File: src/rtl/pkt_framer.sv
// pkt_framer: buffers a valid/ready sample stream in a FIFO and emits
// fixed-length packets as contiguous valid beats. o_last marks the final
// beat, and a programmable idle gap separates packets. The output side
// has no backpressure. A packet only starts once a whole packet is
// buffered, so beats within a packet are never interrupted.
//
// Handshake: an input sample is written when i_valid && o_ready are both
// high at a rising edge of i_clk. o_ready depends only on FIFO occupancy,
// never on a same-cycle read. The output valid carries no ready: each
// beat with o_valid high is a complete transfer.
module pkt_framer #(
  parameter int G_BIT_WIDTH  = 8,
  parameter int G_PKT_LEN    = 11,
  parameter int G_GAP        = 10,
  parameter int G_FIFO_DEPTH = 16
) (
  input  logic                   i_clk,
  input  logic                   i_rst,
  input  logic                   i_en,
  input  logic [G_BIT_WIDTH-1:0] i_data,
  input  logic                   i_valid,
  output logic                   o_ready,
  output logic [G_BIT_WIDTH-1:0] o_data,
  output logic                   o_valid,
  output logic                   o_last,
  output logic                   o_busy,
  output logic [15:0]            o_pkt_cnt
);

  // Occupancy needs one bit more than the pointers so that "full" is
  // representable.
  localparam int CW = $clog2(G_FIFO_DEPTH) + 1;
  localparam int PW = (G_FIFO_DEPTH > 1) ? $clog2(G_FIFO_DEPTH) : 1;
  localparam int GW = (G_GAP > 0) ? $clog2(G_GAP + 1) : 1;

  localparam logic [CW-1:0] DEPTH_C   = CW'(G_FIFO_DEPTH);
  localparam logic [CW-1:0] PKT_LEN_C = CW'(G_PKT_LEN);
  localparam logic [PW-1:0] PTR_MAX_C = PW'(G_FIFO_DEPTH - 1);
  localparam logic [GW-1:0] GAP_C     = GW'(G_GAP);

  typedef enum logic [1:0] {
    S_IDLE = 2'd0,
    S_SEND = 2'd1,
    S_GAP  = 2'd2
  } state_t;

  // FIFO storage and bookkeeping
  logic [G_BIT_WIDTH-1:0] mem_q [G_FIFO_DEPTH];
  logic [PW-1:0]          wr_ptr_q, wr_ptr_d;
  logic [PW-1:0]          rd_ptr_q, rd_ptr_d;
  logic [CW-1:0]          count_q, count_d;
  logic                   wr_en;
  logic                   rd_en;
  logic                   fifo_ready;

  // Packet FSM and registered outputs
  state_t                 state_q, state_d;
  logic [CW-1:0]          beat_q, beat_d;
  logic [GW-1:0]          gap_q, gap_d;
  logic [G_BIT_WIDTH-1:0] data_q, data_d;
  logic                   valid_q, valid_d;
  logic                   last_q, last_d;
  logic [15:0]            pkt_cnt_q, pkt_cnt_d;
  logic                   end_pkt;

  // Pointer advance with explicit wrap so non-trivial depths stay correct.
  function automatic logic [PW-1:0] ptr_inc(input logic [PW-1:0] p);
    if (p == PTR_MAX_C) begin
      return '0;
    end
    return p + PW'(1);
  endfunction

  // o_ready is held low while reset is asserted, otherwise it follows
  // occupancy alone.
  assign fifo_ready = (count_q < DEPTH_C);
  assign wr_en      = i_valid && fifo_ready;

  // FIFO pointer and occupancy next-state. Simultaneous push and pop leave
  // the count unchanged.
  always_comb begin
    wr_ptr_d = wr_ptr_q;
    rd_ptr_d = rd_ptr_q;
    count_d  = count_q;
    if (wr_en) begin
      wr_ptr_d = ptr_inc(wr_ptr_q);
    end
    if (rd_en) begin
      rd_ptr_d = ptr_inc(rd_ptr_q);
    end
    case ({wr_en, rd_en})
      2'b10:   count_d = count_q + CW'(1);
      2'b01:   count_d = count_q - CW'(1);
      default: count_d = count_q;
    endcase
  end

  // Packet sequencing: start only with a full packet buffered, send
  // G_PKT_LEN beats back to back, then idle for G_GAP cycles.
  always_comb begin
    state_d   = state_q;
    beat_d    = beat_q;
    gap_d     = gap_q;
    data_d    = data_q;
    valid_d   = 1'b0;
    last_d    = 1'b0;
    pkt_cnt_d = pkt_cnt_q;
    rd_en     = 1'b0;
    end_pkt   = 1'b0;

    case (state_q)
      S_IDLE: begin
        if (i_en && (count_q >= PKT_LEN_C)) begin
          rd_en   = 1'b1;
          data_d  = mem_q[rd_ptr_q];
          valid_d = 1'b1;
          beat_d  = CW'(1);
          if (G_PKT_LEN == 1) begin
            last_d  = 1'b1;
            end_pkt = 1'b1;
          end else begin
            state_d = S_SEND;
          end
        end
      end
      S_SEND: begin
        // A started packet always completes, whatever i_en does.
        rd_en   = 1'b1;
        data_d  = mem_q[rd_ptr_q];
        valid_d = 1'b1;
        beat_d  = beat_q + CW'(1);
        if ((beat_q + CW'(1)) == PKT_LEN_C) begin
          last_d  = 1'b1;
          end_pkt = 1'b1;
        end
      end
      S_GAP: begin
        gap_d = gap_q - GW'(1);
        if (gap_q <= GW'(1)) begin
          state_d = S_IDLE;
        end
      end
      default: begin
        state_d = S_IDLE;
      end
    endcase

    // The edge that registers the final beat closes the packet.
    if (end_pkt) begin
      pkt_cnt_d = pkt_cnt_q + 16'd1;
      if (G_GAP > 0) begin
        state_d = S_GAP;
        gap_d   = GAP_C;
      end else begin
        state_d = S_IDLE;
      end
    end
  end

  // FIFO storage has no reset; the pointers and count define what is valid.
  always_ff @(posedge i_clk) begin
    if (wr_en) begin
      mem_q[wr_ptr_q] <= i_data;
    end
  end

  // All control state and registered outputs, cleared asynchronously.
  always_ff @(posedge i_clk or posedge i_rst) begin
    if (i_rst) begin
      wr_ptr_q  <= '0;
      rd_ptr_q  <= '0;
      count_q   <= '0;
      state_q   <= S_IDLE;
      beat_q    <= '0;
      gap_q     <= '0;
      data_q    <= '0;
      valid_q   <= 1'b0;
      last_q    <= 1'b0;
      pkt_cnt_q <= '0;
    end else begin
      wr_ptr_q  <= wr_ptr_d;
      rd_ptr_q  <= rd_ptr_d;
      count_q   <= count_d;
      state_q   <= state_d;
      beat_q    <= beat_d;
      gap_q     <= gap_d;
      data_q    <= data_d;
      valid_q   <= valid_d;
      last_q    <= last_d;
      pkt_cnt_q <= pkt_cnt_d;
    end
  end

  assign o_ready   = fifo_ready && !i_rst;
  assign o_data    = data_q;
  assign o_valid   = valid_q;
  assign o_last    = last_q;
  assign o_busy    = (state_q != S_IDLE);
  assign o_pkt_cnt = pkt_cnt_q;

endmodule

File: config.mk
export PLATFORM = sky130hd
export DESIGN_NAME = pkt_framer
export DESIGN_NICKNAME = d
export VERILOG_FILES = /design/src/rtl/pkt_framer.sv
export SDC_FILE = /design/constraint.sdc
export NUM_CORES = 1
export LEC_CHECK = 0
export ABC_AREA = 1
export CORE_MARGIN = 2
export CORE_UTILIZATION = 50
export DETAILED_ROUTE_END_ITERATION = 6
export GPL_TIMING_DRIVEN = 1
export PLACE_DENSITY = 0.73
export SKIP_LAST_GASP = 1
export SLEW_MARGIN = 20
export SYNTH_ARGS = -nofsm -noshare
export SYNTH_HDL_FRONTEND = slang
export SYNTH_SLANG_ARGS = --single-unit
File: constraint.sdc
create_clock -name i_clk -period 2.7 [get_ports i_clk]
set_clock_uncertainty 0.15 [all_clocks]
set_input_delay 0.81 -clock i_clk [delete_from_list [all_inputs] [get_ports i_clk]]
set_output_delay 0.81 -clock i_clk [all_outputs]
set_load 0.05 [all_outputs]
==> impl_results.rst, run 1 <==
.. list-table::
   :header-rows: 1

   * - Metric
     - Value
   * - Internal portion of total power
     - 5.85 mW
   * - DIE AREA
     - 0.0170 mm2
   * - Count of buffer and inverter cells on the critical path
     - 1
   * - #FFs+latches synth
     - 178
   * - Fmax achieved
     - 376 MHz
   * - Synth Area in Compound Gates
     - 2.81%
   * - Endpoint kind of the worst setup timing path
     - primary output
   * - CTS tree
     - yes
   * - Total inserted antenna cells
     - 0
   * - Vias in the first global route
     - 5198
   * - Buffer count from post-CTS setup fixing
     - 0
   * - Number of I/O pins
     - 40
   * - Iter 0 DRT Violations
     - 419
   * - Total number of vias
     - 5505
   * - Dominant combinational cell family by area after synthesis
     - simple AND/OR/NAND/NOR gates
   * - Mux share of post-synthesis cell area
     - 0%
   * - Clock Root Buffer
     - clkbuf_16
   * - Final wirelength
     - 16.5 mm
   * - Count of endpoints failing hold in the final timing report
     - 0
   * - Post-synthesis cell area
     - 0.00796 mm2
   * - Number of placement rows
     - 46
   * - Async set-reset flop share out of synthesis
     - 28.1%
   * - Ordered list of cells on the worst path
     - clkdlybuf4s50_1
   * - Setup TNS
     - 0 ps
   * - Arrival time worst endpoint
     - 1700 ps
   * - Synth-to-layout area growth
     - 17.0%
   * - First-pass GRT wire length
     - 26.7 mm
   * - Cell types occupying the most area after synthesis
     - edfxtp_1 48%, dfrtp_1 16%, nand2_1 13%
   * - Routability cong.
     - 0.818
   * - Outcome
     - finished clean
   * - Part of the total power dissipated in the clock network
     - 24.6%
   * - Combinational Power Share
     - 37.7%
   * - Crit Path Category
     - flip-flop to primary output
   * - Most used flip-flop cell after synthesis
     - edfxtp_1
   * - Most numerous cell in the Yosys netlist
     - nand2_1
   * - Post-Synthesis Mean Instance Area
     - 10.1 um2
   * - Filler cells
     - 1285
   * - Estimated wirelength of the detail-placed design
     - 10.8 mm
   * - Post-synthesis sequential area ratio
     - 64.0%
   * - Maximum buffer depth of the clock tree
     - 2
   * - Starting density of the core
     - 50.7%
   * - Synthesized instance count
     - 792
   * - Final critical path time including I/O delays and setup
     - 2660 ps
   * - WL per Instance
     - 15.2 um
   * - Power density over cell area
     - 1040 mW/mm2
   * - Worst min-delay path class
     - flip-flop to flip-flop
   * - Overall power after layout
     - 9.69 mW
   * - Share of total power consumed by net switching
     - 39.6%
   * - Nets
     - 883
   * - Unrepaired setup endpoints after global routing
     - no
   * - Synth Area in Adders
     - 2.45%
   * - ANT nets after route
     - 0
   * - Number of antenna violations at the first check in global routing
     - 0
   * - Worst IR Drop VDD
     - 0.646 mV
   * - Quantity of I/O buffers inserted on ports
     - 39
   * - Inserted Clock Buffers
     - 17
   * - Height of the die
     - 130 um
   * - Relative max-transition margin
     - 49.6%
   * - Slew Limit Fails
     - 0
   * - Startpoint type of the worst setup path
     - flip-flop
   * - Total grt overflow
     - 0
   * - Worst hold slack across all endpoints
     - 340 ps
   * - Synth warn
     - 0
   * - Leading post-synthesis cells by instance count
     - 286 x nand2_1, 128 x edfxtp_1, 76 x nand3_1, 65 x inv_1, 51 x nor2_1
   * - CP required
     - 1740 ps
   * - Max stage delay on crit path
     - 830 ps
   * - Xor/xnor cell area share of the yosys netlist
     - 2.17%
   * - Proportion of netlist area held by the largest area contributor
     - 48.3%
   * - Clock slew at reported path FFs
     - 70 ps
   * - Net Count, Synth
     - 819
   * - Drt pass-1 iters
     - 5
   * - Count of flip-flops with a built-in enable after synthesis
     - 128
   * - Core Box Area
     - 0.0157 mm2
   * - Net switching power
     - 3.83 mW
   * - Leakage
     - 4.00 nW
   * - CP delay by family, top
     - buffers and inverters
   * - Sequential power share
     - 37.7%
   * - Deepest level of the CTS H-tree
     - 4
   * - Largest net degree at the start of global routing
     - 74
   * - Vias per cell
     - 5.07
   * - Simple-gate area share of the yosys netlist
     - 23.2%
   * - Sinks on the clock net
     - 178
   * - Final Setup Violations
     - 0
   * - Max-capacitance violation count
     - 0
   * - Peak fanout along the critical path
     - 5
   * - Cell type with the highest aggregate area in the netlist
     - edfxtp_1
   * - Die W
     - 130 um
   * - Post-synthesis cell type count
     - 31
   * - Highest-delay cell along the critical path
     - clkdlybuf4s50_1
   * - Worst Tran Pin Value
     - 756 ps
   * - Fraction of layout instances using a drive strength above 1
     - 9.44%
   * - Hold buffers post-CTS
     - 0
   * - Crit share post-route
     - 98.5%
   * - Total global-route track usage
     - 21.0%
   * - Insertion delay of the later-clocked pin in the worst-skew pair
     - 440 ps
   * - DRC violation count after routing
     - 0
timing repair:
item / CTS / global route
pin swaps: 0 / 0
resized for setup: 1 / 4
endpoints found under the setup margin: 1 / 4
final timing paths:
kind                                from            end  slack (ps)  cells after the start
min                            o_data[6]      o_data[6]         340                      2
max in group asynchronous          i_rst    rd_ptr_q[0]        1540                      3
min in group asynchronous          i_rst  o_pkt_cnt[12]         600                      3
min reg2reg                    o_data[6]      o_data[6]         340                      2
max reg2reg                   count_q[1]     count_q[4]         350                     14
max                        o_pkt_cnt[12]  o_pkt_cnt[12]          40                      1
power groups by stage:
stage	clock (mW)	sequential [mW]	combinational, mW
global route	2.53	3.70	4.08
floorplan	0	3.90	2.37
detailed placement	0	3.70	3.65
finish	2.38	3.65	3.66
CTS	2.41	3.65	3.67
global placement	0	3.70	3.56
metrics by stage:
step | cell area, um2 | setup WS, ps | utilization, % | cells
2_1_floorplan | 7960 | 117 | - | 792
3_3_place_gp | 8730 | -205 | 55.6 | 1053
3_5_place_dp | 8730 | -226 | 55.6 | 1053
4_1_cts | 9300 | 1.25 | 59.2 | 1085
5_1_grt | 9310 | 0.328 | 59.3 | 1085
6_report | 9310 | 40.7 | 59.3 | 1085
sequential cells by signal, summed over array words and instances, names as in the netlist:
name	cells
wr_ptr_q	4
o_valid	1
o_last	1
gap_q	4
count_q	5
state_q	2
mem_q	128
o_data	8
beat_q	5
o_pkt_cnt	16
rd_ptr_q	4
cell usage in the layout, fill, tap and decap left out, drive strengths merged, types with 2 or more instances in the layout:
cell	count
buf	34
xor2	13
o211ai	8
nor3	9
nand2	287
o22ai	2
nand4	7
o21ai	20
nand3b	6
ha	14
dfrtp	50
edfxtp	128
clkbuf	17
a21oi	7
nand3	76
dlymetal6s2s	4
inv	79
clkdlybuf4s50	33
xnor2	5
nor2	57
clkinv	6
per-layer routing:
| metal | global-route usage, % | wire [um] |
|---|---|---|
| met1 | 28.2 | 7340 |
| met2 | 34.2 | 7880 |
| met3 | 4.59 | 1050 |
| met4 | 7.02 | 255 |
| met5 | 0 | 0 |
cells by family (layout without fill, tap and decap cells):
kind of cell | after synthesis | in the layout
simple gates | 443 | 443
flops | 178 | 178
buf+inv | 99 | 176
compound gates | 39 | 39
xor+xnor | 18 | 18
fa+ha+maj | 15 | 15
area by class of cell:
type,instances,area (um2),share of cell area [%]
sequential,178,5100,54.7
multi-input combinational,515,2440,26.2
timing repair buffer,72,669,7.19
clock buffer,17,425,4.57
inverter,72,270,2.90
tap,216,270,2.90
clock inverter,15,146,1.57
No activity file was read; power rests on OpenSTA's default activity.
==> inputs of run 2 (changes only) <==
Settings changed: ABC_AREA 1 to default, CAP_MARGIN from default to 10, DONT_BUFFER_PORTS from default to 1, PLACE_DENSITY 0.73 to 0.7.
==> impl_results.rst, run 2 <==
.. list-table::
   :header-rows: 1

   * - Metric
     - Value
   * - Outcome
     - finished clean
   * - Crit share post-route
     - 87.4%
   * - Total grt overflow
     - 0
   * - Overall power after layout
     - 9.12 mW
   * - Most numerous cell in the Yosys netlist
     - edfxtp_1
   * - Unrepaired setup endpoints after global routing
     - no
   * - Non-Filler Cell Area, Final
     - 0.00840 mm2
   * - DR WL met2
     - 6.96 mm
   * - CP required
     - 2910 ps
   * - Share of total power consumed by net switching
     - 34.8%
   * - CTS tree
     - yes
   * - Estimated wirelength of the detail-placed design
     - 9.05 mm
   * - Nets
     - 502
   * - Largest register FFs
     - 128
   * - Count of flip-flops with a built-in enable after synthesis
     - 128
   * - Leading post-synthesis cells by instance count
     - 128 x edfxtp_1, 50 x dfrtp_1, 32 x mux4_2, 27 x nor2_1, 25 x xnor2_1
   * - Worst Tran Pin Value
     - 606 ps
   * - Post-synthesis cell type count
     - 48
   * - Clock Root Buffer
     - clkbuf_16
   * - Number of placed instances, taps included
     - 640
   * - Synth-to-layout area growth
     - 13.3%
   * - Slew Limit Fails
     - 0
   * - Leakage
     - 3.03 nW
   * - Number of placement rows
     - 44
   * - Proportion of netlist area held by the largest area contributor
     - 51.8%
   * - Number of antenna violations at the first check in global routing
     - 0
   * - #FFs+latches synth
     - 178
   * - Sequential power share
     - 42.9%
   * - RR Endpoint
     - count_q[4]
   * - Commonest cells after routing, fill and taps aside
     - 128 x edfxtp_1, 49 x dfrtp_1, 32 x mux4_2
   * - Post-synthesis sequential area ratio
     - 68.7%
   * - Post-synthesis cell area
     - 0.00741 mm2
   * - Sinks on the clock net
     - 178
   * - First-pass GRT wire length
     - 22.3 mm
   * - Worst min-delay path class
     - input port to asynchronous set/reset pin
   * - Register-to-register setup slack
     - 340 ps
   * - Arrival time worst endpoint
     - 2560 ps
   * - Largest net degree at the start of global routing
     - 37
   * - Hold buffers post-CTS
     - 0
   * - Resize count post-CTS
     - 0
   * - Vias per cell
     - 5.89
   * - Drt pass-1 iters
     - 5
   * - Routability cong.
     - 0.776
   * - Vias in the first global route
     - 4008
   * - Filler cells
     - 1054
   * - Part of the total power dissipated in the clock network
     - 26.7%
   * - Reg2reg start
     - state_q[1]
   * - Async set-reset flop share out of synthesis
     - 28.1%
   * - Combinational Power Share
     - 30.4%
   * - Starting density of the core
     - 51.0%
   * - Deepest level of the CTS H-tree
     - 4
   * - Fmax achieved
     - 424 MHz
   * - Fraction of layout instances using a drive strength above 1
     - 23.6%
   * - Height of the die
     - 126 um
   * - WL per Instance
     - 20.9 um
   * - R2R depth
     - 9
   * - Crit Path Category
     - flip-flop to flip-flop
   * - Most frequent standard cell in the layout excluding fill and tap cells
     - edfxtp_1
   * - Placement Cell Area
     - 0.00781 mm2
   * - Largest Register
     - mem_q
   * - Worst-case setup margin in the final layout
     - 341 ps
   * - Post-Synthesis Mean Instance Area
     - 16.7 um2
   * - Number of I/O pins
     - 40
   * - DRC violation count after routing
     - 0
   * - Net switching power
     - 3.17 mW
   * - Total routed wire length on the met1 layer
     - 5.96 mm
   * - Synth warn
     - 0
   * - ANT nets after route
     - 0
   * - Cell types occupying the most area after synthesis
     - edfxtp_1 52%, dfrtp_1 17%, mux4_2 9.7%
   * - Quantity of I/O buffers inserted on ports
     - 0
   * - Die W
     - 126 um
   * - Total inserted antenna cells
     - 0
   * - Endpoint kind of the worst setup timing path
     - flip-flop
   * - Clock slew at reported path FFs
     - 70 ps
   * - Core Box Area
     - 0.0145 mm2
   * - Final Instance Count excl. Fillers
     - 672
   * - Power density over cell area
     - 1080 mW/mm2
   * - Startpoint type of the worst setup path
     - flip-flop
   * - Worst slack, placed
     - 137 ps
   * - Buffer count from post-CTS setup fixing
     - 0
   * - Inserted Clock Buffers
     - 17
   * - Setup TNS
     - 0 ps
   * - Final critical path time including I/O delays and setup
     - 2360 ps
   * - Final Setup Violations
     - 0
   * - Count of endpoints failing hold in the final timing report
     - 0
   * - Total number of vias
     - 3956
   * - Most used flip-flop cell after synthesis
     - edfxtp_1
   * - Peak fanout along the critical path
     - 7
   * - Maximum buffer depth of the clock tree
     - 2
   * - Net Count, Synth
     - 471
   * - DIE AREA
     - 0.0158 mm2
   * - Internal portion of total power
     - 5.95 mW
   * - Max-capacitance violation count
     - 0
   * - Insertion delay of the later-clocked pin in the worst-skew pair
     - 430 ps
   * - Worst IR Drop VDD
     - 0.497 mV
   * - Iter 0 DRT Violations
     - 308
   * - Cell type with the highest aggregate area in the netlist
     - edfxtp_1
   * - Detail Route met3 WL
     - 914 um
   * - Synthesized instance count
     - 444
   * - Relative max-transition margin
     - 59.6%
   * - Final wirelength
     - 14.0 mm
   * - Total global-route track usage
     - 18.9%
   * - Top layer in use
     - met4
==> run 2: changes by cell type after synthesis, moves of 7 or more <==
cell      previous run  this run
nand3_1             76        10
nand2_1            286        18
xor2_1              11         2
o211ai_1             8         1
nor2_1              51        27
o21ai_0             15         1
xnor2_1              5        25
buf_2               18         7
inv_1               65        13
mux4_2               0        32
mux2i_1              0         9
a221oi_2             0         8
==> run 2: cell type report <==
type                    instances  area [um2]  area share [%]
flip-flops and latches        178        5100            60.6
multi-input cells             230        2170            25.8
clock buffers                  17         425            5.06
repair buffers                 32         253            3.01
well taps                     184         230            2.74
clock inverters                15         166            1.98
inverters                      16        62.6           0.744
==> run 2: routing by layer <==
layer  vias up  GRT usage [%]
met3        18           5.56
li1       1774              -
met5         -              0
met2       117           30.1
met4         0           6.66
met1      2047           25.1
==> run 2: power by group through the flow <==
stage / registers, mW / logic (mW) / clock network, mW
2_1_floorplan: 3.87 / 2.25 / 0
3_3_place_gp: 3.94 / 2.70 / 0
3_5_place_dp: 3.96 / 2.79 / 0
4_1_cts: 3.91 / 2.80 / 2.47
5_1_grt: 3.96 / 3.04 / 2.58
6_report: 3.91 / 2.77 / 2.43
==> run 2: cell families after synthesis <==
group | Yosys count | share of synthesized area (%)
DFF | 178 | 68.7
muxes | 44 | 11.5
buffers and inverters | 36 | 2.26
AOI/OAI and AO/OA | 44 | 4.88
xor gates and xnor gates | 27 | 3.19
and+or+nand+nor | 100 | 6.78
adders and majority gates | 15 | 2.63
==> run 2: how the worst max path moves through the flow <==
stage / start / to / slack, ps / cells after the start
2_1_floorplan: i_en / count_q[4] / -20 / 11
3_3_place_gp: i_en / count_q[4] / 150 / 9
3_5_place_dp: i_en / count_q[4] / 140 / 9
4_1_cts: state_q[1] / count_q[4] / 330 / 9
5_1_grt: state_q[1] / count_q[4] / 170 / 9
6_report: state_q[1] / count_q[4] / 340 / 9
==> run 2: worst max-delay path: stages (launching register included) <==
cell	delay, ps
dfrtp_1	430
nand2b_1	230
o211a_1	230
inv_4	50
ha_4	180
fa_2	370
a21o_1	170
a21oi_2	120
mux2i_1	220
xnor2_1	130
==> run 2: through the flow <==
stage | hold slack [ps] | util (%)
after floorplan | 329 | -
after CTS | 59.0 | 57.8
final | 60.9 | 57.8
after detailed placement | 365 | 53.8
after global placement | 359 | 53.8
after global routing | 81.5 | 57.8
==> inputs of run 3 (changes only) <==
Settings changed: CTS_CLUSTER_SIZE from default to 24.
==> results of run 3 <==
Same layout as run 2: the final DEF is identical, and so are final timing and power.
